--- src/rtl/serial_cmp_pkg.sv ---
// Shared types and sizing helpers for the bit-serial comparator.
// The signed/unsigned choice (SERIAL_CMP_SIGNED_EN) lives in serial_cmp_decide.

package serial_cmp_pkg;

    typedef enum logic [1:0] {
        S_IDLE  = 2'd0,
        S_SHIFT = 2'd1,
        S_DONE  = 2'd2
    } state_t;

    localparam int DEFAULT_WIDTH = 8;

    // Counter just large enough to index bits 0..width-1, never narrower than one bit
    function automatic int cnt_width(input int width);
        int w;
        w = $clog2(width);
        return (w < 1) ? 1 : w;
    endfunction

endpackage

--- src/rtl/serial_comparator_if.sv ---
// Handshake and result bundle between a bit-serial source and serial_comparator.
// The master side feeds bit pairs; the slave side is the comparator itself.

interface serial_comparator_if;

    logic start;
    logic bit_valid;
    logic a_bit;
    logic b_bit;
    logic busy;
    logic done;
    logic eq;
    logic gt;
    logic lt;
    logic ge;
    logic le;

    modport master (
        output start, bit_valid, a_bit, b_bit,
        input  busy, done, eq, gt, lt, ge, le
    );

    modport slave (
        input  start, bit_valid, a_bit, b_bit,
        output busy, done, eq, gt, lt, ge, le
    );

endinterface

--- src/rtl/serial_cmp_decide.sv ---
// First-difference decision flags for an MSB-first serial compare.
// With SERIAL_CMP_SIGNED_EN defined, a difference in the sign bit inverts the verdict.

module serial_cmp_decide (
    input  logic clk,
    input  logic rst,
    input  logic clear,
    input  logic sample,
    input  logic is_msb,
    input  logic a_bit,
    input  logic b_bit,
    output logic decided,
    output logic gt
);

`ifdef SERIAL_CMP_SIGNED_EN
    localparam bit SIGNED_EN = 1'b1;
`else
    localparam bit SIGNED_EN = 1'b0;
`endif

    logic differ;
    logic gt_now;

    assign differ = a_bit ^ b_bit;

    // In two's complement a set sign bit means the smaller value, so B's bit wins there
    assign gt_now = (is_msb && SIGNED_EN) ? b_bit : a_bit;

    always_ff @(posedge clk) begin
        if (rst || clear) begin
            decided <= 1'b0;
            gt      <= 1'b0;
        end else if (sample && !decided && differ) begin
            decided <= 1'b1;
            gt      <= gt_now;
        end
    end

endmodule

--- src/rtl/serial_comparator.sv ---
// Bit-serial magnitude comparator: WIDTH bit pairs MSB first, then a DONE pulse with flags.
// Signed (two's complement) compare is selected by defining SERIAL_CMP_SIGNED_EN.

module serial_comparator
    import serial_cmp_pkg::*;
#(
    parameter int WIDTH = DEFAULT_WIDTH
) (
    input  logic                clk,
    input  logic                rst,
    serial_comparator_if.slave  bus
);

    localparam int CNT_W = cnt_width(WIDTH);
    localparam logic [CNT_W-1:0] LAST_IDX = CNT_W'(WIDTH - 1);

    state_t           state;
    state_t           state_next;
    logic [CNT_W-1:0] cnt;
    logic             accept_start;
    logic             sample;
    logic             last_bit;
    logic             in_done;
    logic             decided;
    logic             dec_gt;

    logic eq_live, gt_live, lt_live;
    logic eq_q, gt_q, lt_q;

    assign last_bit = (cnt == LAST_IDX);
    assign in_done  = (state == S_DONE);

    always_ff @(posedge clk) begin
        if (rst) begin
            state <= S_IDLE;
        end else begin
            state <= state_next;
        end
    end

    always_comb begin
        state_next   = state;
        accept_start = 1'b0;
        sample       = 1'b0;
        case (state)
            S_IDLE: begin
                if (bus.start) begin
                    accept_start = 1'b1;
                    state_next   = S_SHIFT;
                end
            end
            S_SHIFT: begin
                if (bus.bit_valid) begin
                    sample = 1'b1;
                    if (last_bit) begin
                        state_next = S_DONE;
                    end
                end
            end
            S_DONE: begin
                if (bus.start) begin
                    accept_start = 1'b1;
                    state_next   = S_SHIFT;
                end else begin
                    state_next = S_IDLE;
                end
            end
            default: state_next = S_IDLE;
        endcase
    end

    // Counter stops at the last index; the FSM leaves SHIFT on that same sample
    always_ff @(posedge clk) begin
        if (rst || accept_start) begin
            cnt <= '0;
        end else if (sample && !last_bit) begin
            cnt <= cnt + CNT_W'(1);
        end
    end

    serial_cmp_decide u_decide (
        .clk     (clk),
        .rst     (rst),
        .clear   (accept_start),
        .sample  (sample),
        .is_msb  (cnt == '0),
        .a_bit   (bus.a_bit),
        .b_bit   (bus.b_bit),
        .decided (decided),
        .gt      (dec_gt)
    );

    assign eq_live = !decided;
    assign gt_live = decided && dec_gt;
    assign lt_live = decided && !dec_gt;

    // Decision flags may be cleared by a back-to-back START, so the verdict is held here
    always_ff @(posedge clk) begin
        if (rst) begin
            eq_q <= 1'b0;
            gt_q <= 1'b0;
            lt_q <= 1'b0;
        end else if (in_done) begin
            eq_q <= eq_live;
            gt_q <= gt_live;
            lt_q <= lt_live;
        end
    end

    assign bus.busy = (state == S_SHIFT);
    assign bus.done = in_done;
    assign bus.eq   = in_done ? eq_live : eq_q;
    assign bus.gt   = in_done ? gt_live : gt_q;
    assign bus.lt   = in_done ? lt_live : lt_q;
    assign bus.ge   = bus.eq | bus.gt;
    assign bus.le   = bus.eq | bus.lt;

endmodule

--- src/flat_wrapper.sv ---
// flat-port wrapper written by rule: the top's interface ports become plain ports
module serial_comparator_flat import serial_cmp_pkg::*;
#(
    parameter int WIDTH = DEFAULT_WIDTH
)
  (clk, rst, bus_start, bus_bit_valid, bus_a_bit, bus_b_bit, bus_busy, bus_done, bus_eq, bus_gt, bus_lt, bus_ge, bus_le);
  serial_comparator_if bus_i ();
  input  logic clk;
  input  logic rst;
  input wire logic [$bits(bus_i.start)-1:0] bus_start;
  input wire logic [$bits(bus_i.bit_valid)-1:0] bus_bit_valid;
  input wire logic [$bits(bus_i.a_bit)-1:0] bus_a_bit;
  input wire logic [$bits(bus_i.b_bit)-1:0] bus_b_bit;
  output wire logic [$bits(bus_i.busy)-1:0] bus_busy;
  output wire logic [$bits(bus_i.done)-1:0] bus_done;
  output wire logic [$bits(bus_i.eq)-1:0] bus_eq;
  output wire logic [$bits(bus_i.gt)-1:0] bus_gt;
  output wire logic [$bits(bus_i.lt)-1:0] bus_lt;
  output wire logic [$bits(bus_i.ge)-1:0] bus_ge;
  output wire logic [$bits(bus_i.le)-1:0] bus_le;
  assign bus_i.start = bus_start;
  assign bus_i.bit_valid = bus_bit_valid;
  assign bus_i.a_bit = bus_a_bit;
  assign bus_i.b_bit = bus_b_bit;
  assign bus_busy = bus_i.busy;
  assign bus_done = bus_i.done;
  assign bus_eq = bus_i.eq;
  assign bus_gt = bus_i.gt;
  assign bus_lt = bus_i.lt;
  assign bus_ge = bus_i.ge;
  assign bus_le = bus_i.le;
  serial_comparator #(.WIDTH(WIDTH)) u_core (.clk(clk), .rst(rst), .bus(bus_i));
endmodule
--- config.mk ---
export PLATFORM = sky130hd
export DESIGN_NAME = serial_comparator_flat
export DESIGN_NICKNAME = d
export VERILOG_FILES = /design/src/rtl/serial_cmp_pkg.sv /design/src/rtl/serial_comparator_if.sv /design/src/rtl/serial_cmp_decide.sv /design/src/rtl/serial_comparator.sv /design/src/flat_wrapper.sv
export SDC_FILE = /design/constraint.sdc
export NUM_CORES = 1
export LEC_CHECK = 0
export CORE_AREA = 4 4 41 43
export CTS_CLUSTER_SIZE = 12
export DETAILED_ROUTE_END_ITERATION = 6
export DIE_AREA = 0 0 45 47
export GPL_TIMING_DRIVEN = 0
export HOLD_SLACK_MARGIN = 0.03
export PLACE_DENSITY = 0.65
export SETUP_SLACK_MARGIN = 0.4
export SLEW_MARGIN = 15
export SYNTH_ARGS = -nofsm -noshare
export SYNTH_HDL_FRONTEND = slang
export SYNTH_SLANG_ARGS = --single-unit
--- constraint.sdc ---
create_clock -name clk -period 1.29 [get_ports clk]
set_clock_uncertainty 0.05 [all_clocks]
set_input_delay 0.387 -clock clk [delete_from_list [all_inputs] [get_ports clk]]
set_output_delay 0.387 -clock clk [all_outputs]
set_load 0.01 [all_outputs]
==> out/results.tsv <==
metric	value	unit
yosys.area_share.simple	29.6	%
dp_slack	-0.469	ns
final_cell_mix	9 x buf_6, 8 x buf_4, 5 x nor2_1	
synth_xor_area_share	3.61	%
worst_slack	-0.349	ns
setup_viol_count_final	13	
maxSlewViolCount	0	
synth-compound-area-share	11.9	%
fp.coreArea	1300	um^2
routed_wl	1.13	mm
synth_top_family_by_area	simple AND/OR/NAND/NOR gates	
cts_buffer_depth	2	
drtIter0Drc	1	
cp_data_arrival_time	1.20	ns
met2_length	586	um
antenna_found_initial	0	
wl_per_cell	12.0	um
overflow	0	
synth_fa_ha_area_share	5.15	%
boundaryPins	13	
top_layer_used	met4	
syn-num-nets	59	
synthCells	51	
clkLatencyLatePin	0.26	ns
netlist-cell-type-count	24	
cap_viol_max_count	0	
rows	13	
synth_mux_area_share	6.19	%
fmax	0.610	GHz
register_area	218	um^2
grt_pass1_wl	1.81	mm
power	0.630	mW
synth_area	485	um^2
met3RoutedLength	88	um
num_antenna_cells	0	
die_area	2120	um^2
cts.sinks	10	
period_minus_slack	1.64	ns
dp_hpwl	764	um
drc	0	
critPathKind	flop to primary output	
finalCritPeriodShare	127	%
critPathRequiredTime	0.85	ns
syn_avg_cell_area	9.52	um^2
fillerInstances	108	
place_inst	78	
cts.clk_slew.worst_paths	0.06	ns
ys_seq_area_share	41.2	%
worst_slew_margin_rel	79.7	%
final_cells	94	
wl_met1	445	um
status	complete, but fails checks	
p_leak	0.384	nW
die-width	45	um
h-tree-depth	1	
drt_pass1_iterations	4	
gp_congestion	0.683	
synth-seq-cells	10	
finalHoldViolCount	0	
rsz0062_at_grt	true	
clk_root_buffer_cell	clkbuf_4	
grt_pass1_vias	412	
hold_depth	2	
start_kind	flop	
grt_use_total	12.2	%
nets	89	
cp-end-kind	primary output	
cts_tree	yes	
viasPerCell	4.85	
worst_slew_pin_slew	0.304	ns
grt_max_degree	7	
multi_input_area	369	um^2
post_route_cells_drive_above_1_share	58.2	%
die_h	47	um
reg2reg_depth	8	
holdWs	0.488	ns
ant_nets	0	
yosysWarnings	0	
p_per_area	725	nW/um^2
start_util	37.3	%
port_buffers	12	
layout_commonest_cell	buf_6	
violations	setup timing	
max-vdd-ir-drop	0.500	mV
hold_class	flop to flop	
vias	456	
syn2layout_area_growth	79.1	%
numCtsBuffers	3	
worstPathMaxFanout	5	
power by group:
| group | switching [mW] | leakage [nW] | internal [mW] | total, mW |
|---|---|---|---|---|
| clock | 0.102 | 0.0138 | 0.108 | 0.209 |
| combinational | 0.0385 | 0.285 | 0.0660 | 0.104 |
| sequential | 0.00647 | 0.0849 | 0.310 | 0.316 |
layout make-up:
class,count,area share (%)
Timing Repair Buffer,25,25.6
Multi-Input combinational cell,38,42.4
Sequential cell,10,25.0
Tap cell,15,2.16
Inverter,3,2.16
Clock buffer,3,2.59
repair_timing:
| action | 4_1_cts | 5_1_grt |
|---|---|---|
| gates resized for setup | 40 | 14 |
| endpoints found under the setup margin | 17 | 17 |
| pin swaps | 9 | 7 |
| hold buffers | 0 | 0 |
| buffers inserted | 5 | 8 |
worst paths after layout:
kind	to	slack, ns	startpoint
max	bus_le	-0.35	u_core.state[0]$_SDFFE_PP0P_
max reg2reg	u_core.u_decide.decided$_SDFFE_PP0P_	-0.12	u_core.state[0]$_SDFFE_PP0P_
min	u_core.cnt[1]$_SDFFE_PP0P_	0.49	u_core.cnt[1]$_SDFFE_PP0P_
min reg2reg	u_core.cnt[1]$_SDFFE_PP0P_	0.49	u_core.cnt[1]$_SDFFE_PP0P_
stage by stage:
stage               area, um^2  util (%)  setup TNS, ns
CTS                        769      59.1          -2.27
global placement           691      53.1          -4.13
global route               870      66.8          -3.35
floorplan                  552         -        -0.0588
finish                     870      66.8          -2.56
detailed placement         691      53.1          -4.20
sequential cells by signal, indices dropped and copies added, names as in the netlist:
| register | flops |
|---|---|
| u_core.gt_q | 1 |
| u_core.lt_q | 1 |
| u_core.cnt | 3 |
| u_core.u_decide.gt | 1 |
| u_core.state | 2 |
| u_core.u_decide.decided | 1 |
| u_core.eq_q | 1 |
synth_stat cells:
library cell	number	share of area [%]
a21o_1	2	3.1
a21oi_1	3	3.1
a22oi_1	1	1.5
a31oi_1	1	1.3
and4b_1	1	2.1
and4bb_1	2	5.2
and4bb_4	1	3.4
dfxtp_1	10	41
ha_1	2	5.2
inv_1	2	1.5
inv_2	1	0.77
mux2i_1	3	6.2
nand2_1	5	3.9
nand2b_1	1	1.3
nand2b_2	1	1.8
nand3_2	1	2.1
nor2_1	6	4.6
nor2b_1	2	2.6
nor2b_2	1	1.8
nor3_1	1	1.0
o21ai_0	1	1.0
o31a_1	1	1.8
xnor2_1	1	1.8
xor2_1	1	1.8
kinds of logic (layout without fill, tap and decap cells):
family                   after synthesis  in the layout
adder cells (fa/ha/maj)                2              2
multiplexers                           3              3
AND/OR/NAND/NOR                       22             22
AO/OA/AOI/OAI                          9              9
flip-flops                            10             10
XOR/XNOR                               2              2
buffers and inverters                  3             31
worst max-delay path, cell delays in order, from the launching register on:
cell,delay [ns]
dfxtp_4,0.36
nand2b_4,0.17
inv_8,0.05
o31a_1,0.23
buf_2,0.14
metal layers:
metal	track usage (%)	up-vias
met3	5.75	2
li1	-	234
met4	5.26	0
met1	12.4	205
met5	0	-
met2	21.5	15
(Power assumes the default switching activity.)
